$ cat src/rtl/approx_adder_rr_arbiter.sv
// Two-requester round-robin front end for one shared, externally instantiated adder.
// Operands are registered and applied to the adder; the raw sum is returned tagged with the owner.
module approx_adder_rr_arbiter #(
   parameter int unsigned WIDTH = 16
) (
   input  logic             clk,
   input  logic             rst_n,
   input  logic             req0_valid,
   output logic             req0_ready,
   input  logic [WIDTH-1:0] req0_a,
   input  logic [WIDTH-1:0] req0_b,
   input  logic             req1_valid,
   output logic             req1_ready,
   input  logic [WIDTH-1:0] req1_a,
   input  logic [WIDTH-1:0] req1_b,
   output logic [WIDTH-1:0] adder_in1,
   output logic [WIDTH-1:0] adder_in2,
   input  logic [WIDTH:0]   adder_out,
   output logic             rsp_valid,
   input  logic             rsp_ready,
   output logic [WIDTH:0]   rsp_sum,
   output logic             rsp_id,
   output logic             busy
);

   typedef enum logic [1:0] {StIdle, StIssue, StResp} state_e;

   state_e           state_q, state_d;
   logic [WIDTH-1:0] op_a_q, op_a_d;
   logic [WIDTH-1:0] op_b_q, op_b_d;
   logic             op_id_q, op_id_d;
   logic             last_q, last_d;
   logic [WIDTH:0]   rsp_sum_q, rsp_sum_d;
   logic             rsp_id_q, rsp_id_d;
   logic             rsp_valid_q, rsp_valid_d;

   logic accept_en;
   logic grant;
   logic handshake;

   // Ready depends only on the valids and the pointer, never on the other ready.
   always_comb begin
      accept_en = (state_q == StIdle) || ((state_q == StResp) && rsp_ready);
      if (req0_valid && req1_valid) begin
         grant = ~last_q;
      end else begin
         grant = req1_valid;
      end
      req0_ready = accept_en && req0_valid && !grant;
      req1_ready = accept_en && req1_valid && grant;
      handshake  = req0_ready || req1_ready;
   end

   always_comb begin
      state_d     = state_q;
      op_a_d      = op_a_q;
      op_b_d      = op_b_q;
      op_id_d     = op_id_q;
      last_d      = last_q;
      rsp_sum_d   = rsp_sum_q;
      rsp_id_d    = rsp_id_q;
      rsp_valid_d = rsp_valid_q;

      case (state_q)
         StIdle: begin
            state_d = StIdle;
         end
         StIssue: begin
            state_d     = StResp;
            rsp_sum_d   = adder_out;
            rsp_id_d    = op_id_q;
            rsp_valid_d = 1'b1;
         end
         StResp: begin
            if (rsp_ready) begin
               rsp_valid_d = 1'b0;
               state_d     = StIdle;
            end
         end
         default: begin
            state_d = StIdle;
         end
      endcase

      // A handshake can only occur in IDLE or a retiring RESP; it overrides the IDLE target.
      if (handshake) begin
         op_a_d  = grant ? req1_a : req0_a;
         op_b_d  = grant ? req1_b : req0_b;
         op_id_d = grant;
         last_d  = grant;
         state_d = StIssue;
      end
   end

   always_ff @(posedge clk or negedge rst_n) begin
      if (!rst_n) begin
         state_q     <= StIdle;
         op_a_q      <= '0;
         op_b_q      <= '0;
         op_id_q     <= 1'b0;
         last_q      <= 1'b1;
         rsp_sum_q   <= '0;
         rsp_id_q    <= 1'b0;
         rsp_valid_q <= 1'b0;
      end else begin
         state_q     <= state_d;
         op_a_q      <= op_a_d;
         op_b_q      <= op_b_d;
         op_id_q     <= op_id_d;
         last_q      <= last_d;
         rsp_sum_q   <= rsp_sum_d;
         rsp_id_q    <= rsp_id_d;
         rsp_valid_q <= rsp_valid_d;
      end
   end

   assign adder_in1 = op_a_q;
   assign adder_in2 = op_b_q;
   assign rsp_valid = rsp_valid_q;
   assign rsp_sum   = rsp_sum_q;
   assign rsp_id    = rsp_id_q;
   assign busy      = (state_q != StIdle);

endmodule
$ cat config.mk
export PLATFORM = sky130hd
export DESIGN_NAME = approx_adder_rr_arbiter
export DESIGN_NICKNAME = d
export VERILOG_FILES = /design/src/rtl/approx_adder_rr_arbiter.sv
export SDC_FILE = /design/constraint.sdc
export NUM_CORES = 1
export LEC_CHECK = 0
export CAP_MARGIN = 20
export CORE_ASPECT_RATIO = 1.5
export CORE_MARGIN = 2
export CORE_UTILIZATION = 35
export CTS_BUF_LIST = sky130_fd_sc_hd__clkbuf_8
export CTS_CLUSTER_SIZE = 24
export DETAILED_ROUTE_END_ITERATION = 7
export GPL_TIMING_DRIVEN = 1
export PLACE_DENSITY = 0.81
export SYNTH_ARGS = -nofsm -noshare
export SYNTH_HDL_FRONTEND = slang
export SYNTH_SLANG_ARGS = --single-unit
export TNS_END_PERCENT = 1
$ cat constraint.sdc
create_clock -name clk -period 1.66 [get_ports clk]
set_clock_uncertainty 0.15 [all_clocks]
set_input_delay 0.498 -clock clk [delete_from_list [all_inputs] [get_ports clk]]
set_output_delay 0.498 -clock clk [all_outputs]
set_load 0.01 [all_outputs]
# After elaboration in Yosys (flattened, before gate mapping)
# Cells that the tools add are included.
# op_classes
n_eq_ne,4
n_shift,0
n_mul,0
mux,8
reduce_logical,13
div_mod_pow,0
n_addsub,0
magnitude_cmp,0
bitwise,1
# ops
op,count
two-way mux 16 bit,2
logical AND 1 bit,6
two-way mux 2 bit,2
case mux 2 bit (2 select lines),1
nonzero test 2 bit,2
"inequality test 3 bit, second input constant",1
"equality test 2 x 1 -> 1 bit, second input constant",1
"equality test 2 bit, second input constant",1
zero test 2 bit,1
logical OR 1 bit,2
two-way mux 1 bit,2
"inequality test 2 bit, second input constant",1
case mux 1 bit (2 select lines),1
AND reduction 2 bit,1
zero test 1 bit,1
inverter 1 bit,1
# word_totals
mem_bits_ro,0
memories,0
reg_bits,55
mem_bits_rw,0
output_inout_bits,54
latchBits,0
in_bits,86
elab_cells,34

# Longest topological paths before layout
# Gate-level depths: netlist of the first run.
# logic_depth
word_depth,7
depth_mapped,5
depth_no_buf,3

# Least setup slack after synthesis of the first run
# OpenSTA, ideal clock, no wires.
# synth_path
path_kind,input port to output port
start,input req0_valid
end,output req0_ready
cell_stages,3
t_required_ns,1.012
n_path_buf,1
path_slack_ns,-0.277
arrival_time_ns,1.289
path_cell_list,clkinv_1 -> clkbuf_1 -> nor4_1
# synth_between
elab_chain_len,4
elab_cells_between_ends,5
classes_between,mux: 1; reduce/logical: 4
# synth_rtl
element,line,rtl
from (decl),8,"input logic req0_valid,"
logical AND 1 bit,44,if (req0_valid && req1_valid) begin
two-way mux 1 bit,44,
zero test 1 bit,49,req0_ready = accept_en && req0_valid && !grant;
logical AND 1 bit *,49,
to (decl),9,"output logic req0_ready,"
# Every way passes the cells marked *; elsewhere a longest branch is shown, timed or not.

# Worst setup path in the final report of the first run
# layout_path
start,input req1_valid
end,output req1_ready
# layout_between
elab_chain_len,3
elab_cells_between_ends,4
classes_between,mux: 1; reduce/logical: 3
# layout_rtl
element,line,rtl
from (decl),12,"input logic req1_valid,"
logical AND 1 bit,44,
two-way mux 1 bit,44,
logical AND 1 bit *,50,req1_ready = accept_en && req1_valid && grant;
to (decl),13,"output logic req1_ready,"
# Marked as above.

==> flow_summary.ini, run 1 <==
[final_layout]
layout-drive-gt1-share_pct = 17.03
nets = 408
area_growth_pct = 67.78
fillers = 550
final_cells = 401
fin_util_pct = 60.03
n_antenna_cell = 0

[clock_network]
cts_made_buffers = 5
cts.path.max_buffers = 2
cts.clk_slew.worst_paths_ps = 90
htreeDepth = 2
cts_tree = built
cts_num_sinks = 55
cts_root_buffer = clkbuf_8
clock_latency_ps = 310
postCtsSetupBuffers = 0

[synthesis]
syn-cell-area_mm2 = 0.002435
yosysWarnings = 0
synthTopCellsByArea = dfrtp_1 55%, a2bb2oi_1 12%, o32ai_1 12%
avgSynthCellArea_um2 = 13.76
synth_common_cells = 54 x dfrtp_1, 32 x a2bb2oi_1, 32 x o32ai_1
synth_cells = 177
synth.largest_area_cell = dfrtp_1
ys_seq_area_share_pct = 56.58
synthArstFlopShare_pct = 100.0
synth.top_cell.area_share_pct = 55.50
synth.most_common_cell = dfrtp_1
syn_nets = 263
synth_edf_count = 0
synth_seq_cells = 55
ys.flop_type = dfrtp_1
synth_cell_type_count = 29

[critical_path]
worstPathCellList = clkdlybuf4s15_2 > a21bo_2 > nor3_2 > buf_2
r2r_slack_ps = 80
slowest_stage = a21bo_2
crit_family = buffers and inverters
path_class = input port to output pin
worstPathBufferInverterCount = 2
worstPathMaxFanout = 4
worstPathArrival_ps = 1260
worst_setup_path_end_kind = output pin
worst-endpoint-required_ps = 1010
max_stage_delay_ps = 250
cp-start-kind = input port

[drt]
drt_wl_total_mm = 6.789
drt_iter0_markers = 106
vias_per_cell = 5.359
via_count = 2149
wl_per_cell_um = 16.93
final_antenna_net_count = 0
drt_pass1_iterations = 4
drc_errors = 0

[timing]
fin_crit_sh_pct = 115.0
rsz0062_at_grt = yes
finalHoldViolCount = 0
worstMarginPinSlew_ps = 361.0
slew_viol_final = 0
relSlewSlack_pct = 75.93
fmax_mhz = 523.7
setup_violations = 3
fin_ws_ps = -249.4
layout_min_cycle_time_ps = 1909

[floorplan]
io_pins = 140
die_area_mm2 = 0.007653
row_count = 37
initial_utilization_pct = 35.78
die_h_um = 106.2
core-area_mm2 = 0.006805
die_w_um = 72.10

[placement]
dpl.hpwl_mm = 5.149
io_buffers = 139
dp.cells = 392
finalWeightedCongestion = 0.8309

[pwr]
power_density_mw_per_mm2 = 1598
p_leak_nw = 1.659
worst_ir_drop_vdd_v = 0.0009498

[outcome]
outcome = complete, but fails checks
failed_checks = negative setup slack

[min_path]
hold_path_class = flip-flop to flip-flop

[global_route]
antenna_found_initial = 0
grt_pass1_wl_mm = 10.98
first_global_vias = 2299
grt_max_degree = 34
grt_usage_pct = 18.07
grt-ovfl-total = 0

[job]
max-cap-violations = 0
cells in the final DEF, fill, tap and decap left out, drive strengths merged, types with 4 or more instances in the layout:
cell type / instances
a2bb2oi: 32
o32ai: 32
clkdlybuf4s50: 81
dfrtp: 54
nor2: 4
mux2: 18
buf: 20
clkdlybuf4s15: 28
clkbuf: 6
dlygate4sd2: 26
repair_timing:
action / CTS / global route
hold buffers: 1 / 0
gates resized for setup: 79 / 23
hold endpoints to repair: 8 / 0
gates cloned: 0 / 0
pin swaps: 4 / 1
setup endpoints to repair: 88 / 55
per-stage QoR:
stage / hold WS [ps] / instance area, µm² / power [mW] / setup slack [ps] / TNS (ps)
floorplan: 52.41 / 2475 / 4.140 / -55.10 / -77.10
global placement: 241.2 / 3981 / 5.941 / -991.9 / -17780
detailed placement: 242.0 / 3981 / 6.056 / -979.6 / -18810
CTS: 341.3 / 4051 / 6.545 / -287.1 / -775.7
global route: 356.0 / 4085 / 6.942 / -319.1 / -850.5
finish: 335.4 / 4085 / 6.527 / -249.4 / -665.2
state kept, by name, summed over array words and instances, names as in the netlist:
name,cells
rsp_sum,17
adder_in1,16
adder_in2,16
state_q,2
last_q,1
op_id_q,1
rsp_id,1
rsp_valid,1
metal layers:
layer | GRT usage [%] | vias to the layer above | share of wire, %
met2 | 31.39 | 79 | 54
li1 | - | 1001 | -
met1 | 20.72 | 1051 | 36
met4 | 7.412 | 0 | 3.4
met5 | 0 | - | 0
met3 | 4.550 | 18 | 6.6
cell type report:
cell class	count	area (µm²)	area share (%)
inverter	3	12.51	0.3063
sequential	55	1378	33.72
timing repair buffer	156	1539	37.67
clock inverter	2	35.03	0.8576
tap	78	97.59	2.389
multi-input combinational	101	940.9	23.03
clock buffer	6	82.58	2.021
where the power goes:
| part | switching [mW] | internal (mW) |
|---|---|---|
| Sequential | 0.348 | 2.00 |
| Clock | 0.428 | 0.489 |
| Combinational | 1.42 | 1.85 |
final timing paths:
kind / startpoint / endpoint / cells after the start
worst max-delay path: req1_valid / req1_ready / 4
worst min-delay path: rsp_sum[11]$_DFFE_PN0P_ / rsp_sum[11]$_DFFE_PN0P_ / 1
worst max register to register: last_q$_DFFE_PN1N_ / adder_in2[4]$_DFFE_PN0N_ / 4
worst min register to register: rsp_sum[11]$_DFFE_PN0P_ / rsp_sum[11]$_DFFE_PN0P_ / 1
max in group asynchronous: rst_n / last_q$_DFFE_PN1N_ / 3
min in group asynchronous: rst_n / adder_in2[15]$_DFFE_PN0N_ / 2
kinds of logic (layout without fill, tap and decap cells):
group,count (synthesis),count (layout),synth area share (%)
compound gates,72,72,25.39
buf+inv,21,167,5.909
flops,55,55,56.58
mux,18,18,8.325
simple gates,11,11,3.803
No activity file was read; power rests on OpenSTA's default activity.
==> run 2, diff against run 1 <==
Clock period 1.66 ns to 1.57 ns, I/O delays scaled along.
==> flow_summary.ini, run 2 (same netlist as run 1, synthesis figures left out) <==
[timing]
fmax_mhz = 529.9
rsz0062_at_grt = yes
slew_viol_final = 0
setup_violations = 4
layout_min_cycle_time_ps = 1887
fin_crit_sh_pct = 120.2
relSlewSlack_pct = 75.77
fin_ws_ps = -317.3
whs_ps = 323.7
worstMarginPinSlew_ps = 363.4
finalHoldViolCount = 0

[placement]
dpl.hpwl_mm = 5.224
dp.cells = 394
finalWeightedCongestion = 0.8314
io_buffers = 139
dpl_cell_area_mm2 = 0.003996

[critical_path]
path_class = flip-flop to output pin
crit_family = flip-flops
worstPathBufferInverterCount = 1
worstPathCellList = a21bo_2 > nor3_4 > buf_2
worst-endpoint-required_ps = 950
max_stage_delay_ps = 570
cp.depth = 3
worstPathArrival_ps = 1270
worstPathMaxFanout = 4
startpoint = last_q$_DFFE_PN1N_
rr_startpoint = state_q[1]$_DFFE_PN0P_
r2r_end = adder_in2[4]$_DFFE_PN0N_
crit_path_end = req1_ready
r2r_slack_ps = -10
worst_setup_path_end_kind = output pin
cp-start-kind = flip-flop
slowest_stage = dfstp_2
reg2regPathDepth = 5

[global_route]
grt_pass1_wl_mm = 11.01
antenna_found_initial = 0
first_global_vias = 2322
grt-ovfl-total = 0
grt_max_degree = 34
grt_usage_pct = 18.16

[drt]
drt_wl_total_mm = 6.832
via_count = 2122
drc_errors = 0
drt_pass1_iterations = 4
vias_per_cell = 5.240
final_antenna_net_count = 0
wl_per_cell_um = 16.87
drt_iter0_markers = 68

[final_layout]
multi_input_comb_area_um2 = 962.2
nets = 412
fillers = 597
layout-drive-gt1-share_pct = 32.72
final_cell_mix = 81 x clkdlybuf4s50_1, 53 x dfrtp_1, 35 x clkbuf_2
largest_reg_flops = 17
final_cells = 405
final_cell_area_mm2 = 0.003954
n_antenna_cell = 0
regArea_mm2 = 0.001379
layout_commonest_cell = clkdlybuf4s50_1
fin_util_pct = 58.10
area_growth_pct = 62.38

[clock_network]
cts.clk_slew.worst_paths_ps = 90
cts.path.max_buffers = 2
cts_tree = built
cts_made_buffers = 5
cts_root_buffer = clkbuf_8
clock_latency_ps = 300
htreeDepth = 2
cts_num_sinks = 55

[min_path]
hold_path_class = input port to flip-flop
holdPathStages = 3

[pwr]
internal-power_mw = 4.447
worst_ir_drop_vdd_v = 0.001164
swShare_pct = 34.42
combPwrFrac_pct = 49.2
power_mw = 6.782
pwr-share-seq_pct = 36.8
power_density_mw_per_mm2 = 1715
p_switching_mw = 2.334
p_leak_nw = 1.650
p_clk_share_pct = 14.0

[outcome]
outcome = complete, but fails checks
failed_checks = negative setup slack

[floorplan]
die_w_um = 72.10
initial_utilization_pct = 35.78
die_h_um = 106.2
core-area_mm2 = 0.006805
row_count = 37
die_area_mm2 = 0.007653
io_pins = 140

[job]
max-cap-violations = 0
[run 2: cell count changes in the layout (fill, tap and decap cells not counted), moves of 2 or more]
| cell | change |
|---|---|
| dlygate4sd2_1 | -25 |
| buf_2 | +11 |
| o32ai_2 | +2 |
| o32ai_1 | -2 |
| clkdlybuf4s15_1 | -20 |
| buf_6 | +3 |
| clkbuf_2 | +35 |
[run 2: repair_timing]
item / CTS / global route
pin swaps: 4 / 3
hold buffers: 1 / 0
setup endpoints to repair: 88 / 95
setup buffers: 2 / 0
gates cloned: 0 / 0
resized for setup: 139 / 52
endpoints found under the hold margin: 8 / 0
[run 2: stage by stage]
step	setup slack (ps)	TNS, ps
4_1_cts	-330.4	-2435
2_1_floorplan	-91.10	-149.1
6_report	-317.3	-833.4
3_3_place_gp	-1014	-19720
5_1_grt	-370.5	-1735
3_5_place_dp	-1015	-21310
[run 2: worst min path at each step]
stage | endpoint | startpoint
2_1_floorplan | adder_in1[0]$_DFFE_PN0N_ | rst_n
3_5_place_dp | adder_in1[6]$_DFFE_PN0N_ | rst_n
5_1_grt | last_q$_DFFE_PN1N_ | req0_valid
3_3_place_gp | adder_in1[6]$_DFFE_PN0N_ | rst_n
6_report | last_q$_DFFE_PN1N_ | req0_valid
4_1_cts | rsp_sum[7]$_DFFE_PN0P_ | rsp_sum[7]$_DFFE_PN0P_
[run 2: area by class of cell]
class,count,share of cell area [%]
Timing Repair Buffer,160,35.03
Sequential cell,55,34.87
Multi-Input combinational cell,101,24.34
Tap cell,78,2.468
Clock buffer,6,2.089
Clock inverter,2,0.8861
Inverter,3,0.3165
[run 2: worst register-to-register path: stages (launching register included)]
cell and delay, ps:
dfrtp_1 410, nor2b_4 160, buf_4 160, nor3_4 180, buf_4 240, a2bb2oi_1 200
[run 2: metal layers]
metal  track usage, %  vias to the layer above  part of all wire (%)
met5                0                        -                     0
met4            5.121                        0                   1.3
met3            4.455                        8                   5.7
met2            33.55                       69                    55
met1            20.07                     1037                    38
li1                 -                     1008                     -
[run 2: power groups by stage]
stage	logic [mW]	clock network, mW	registers (mW)
CTS	3.62	0.990	2.50
detailed placement	3.88	0	2.53
global route	3.60	1.05	2.58
global placement	3.81	0	2.48
finish	3.34	0.950	2.49
floorplan	1.55	0	2.83
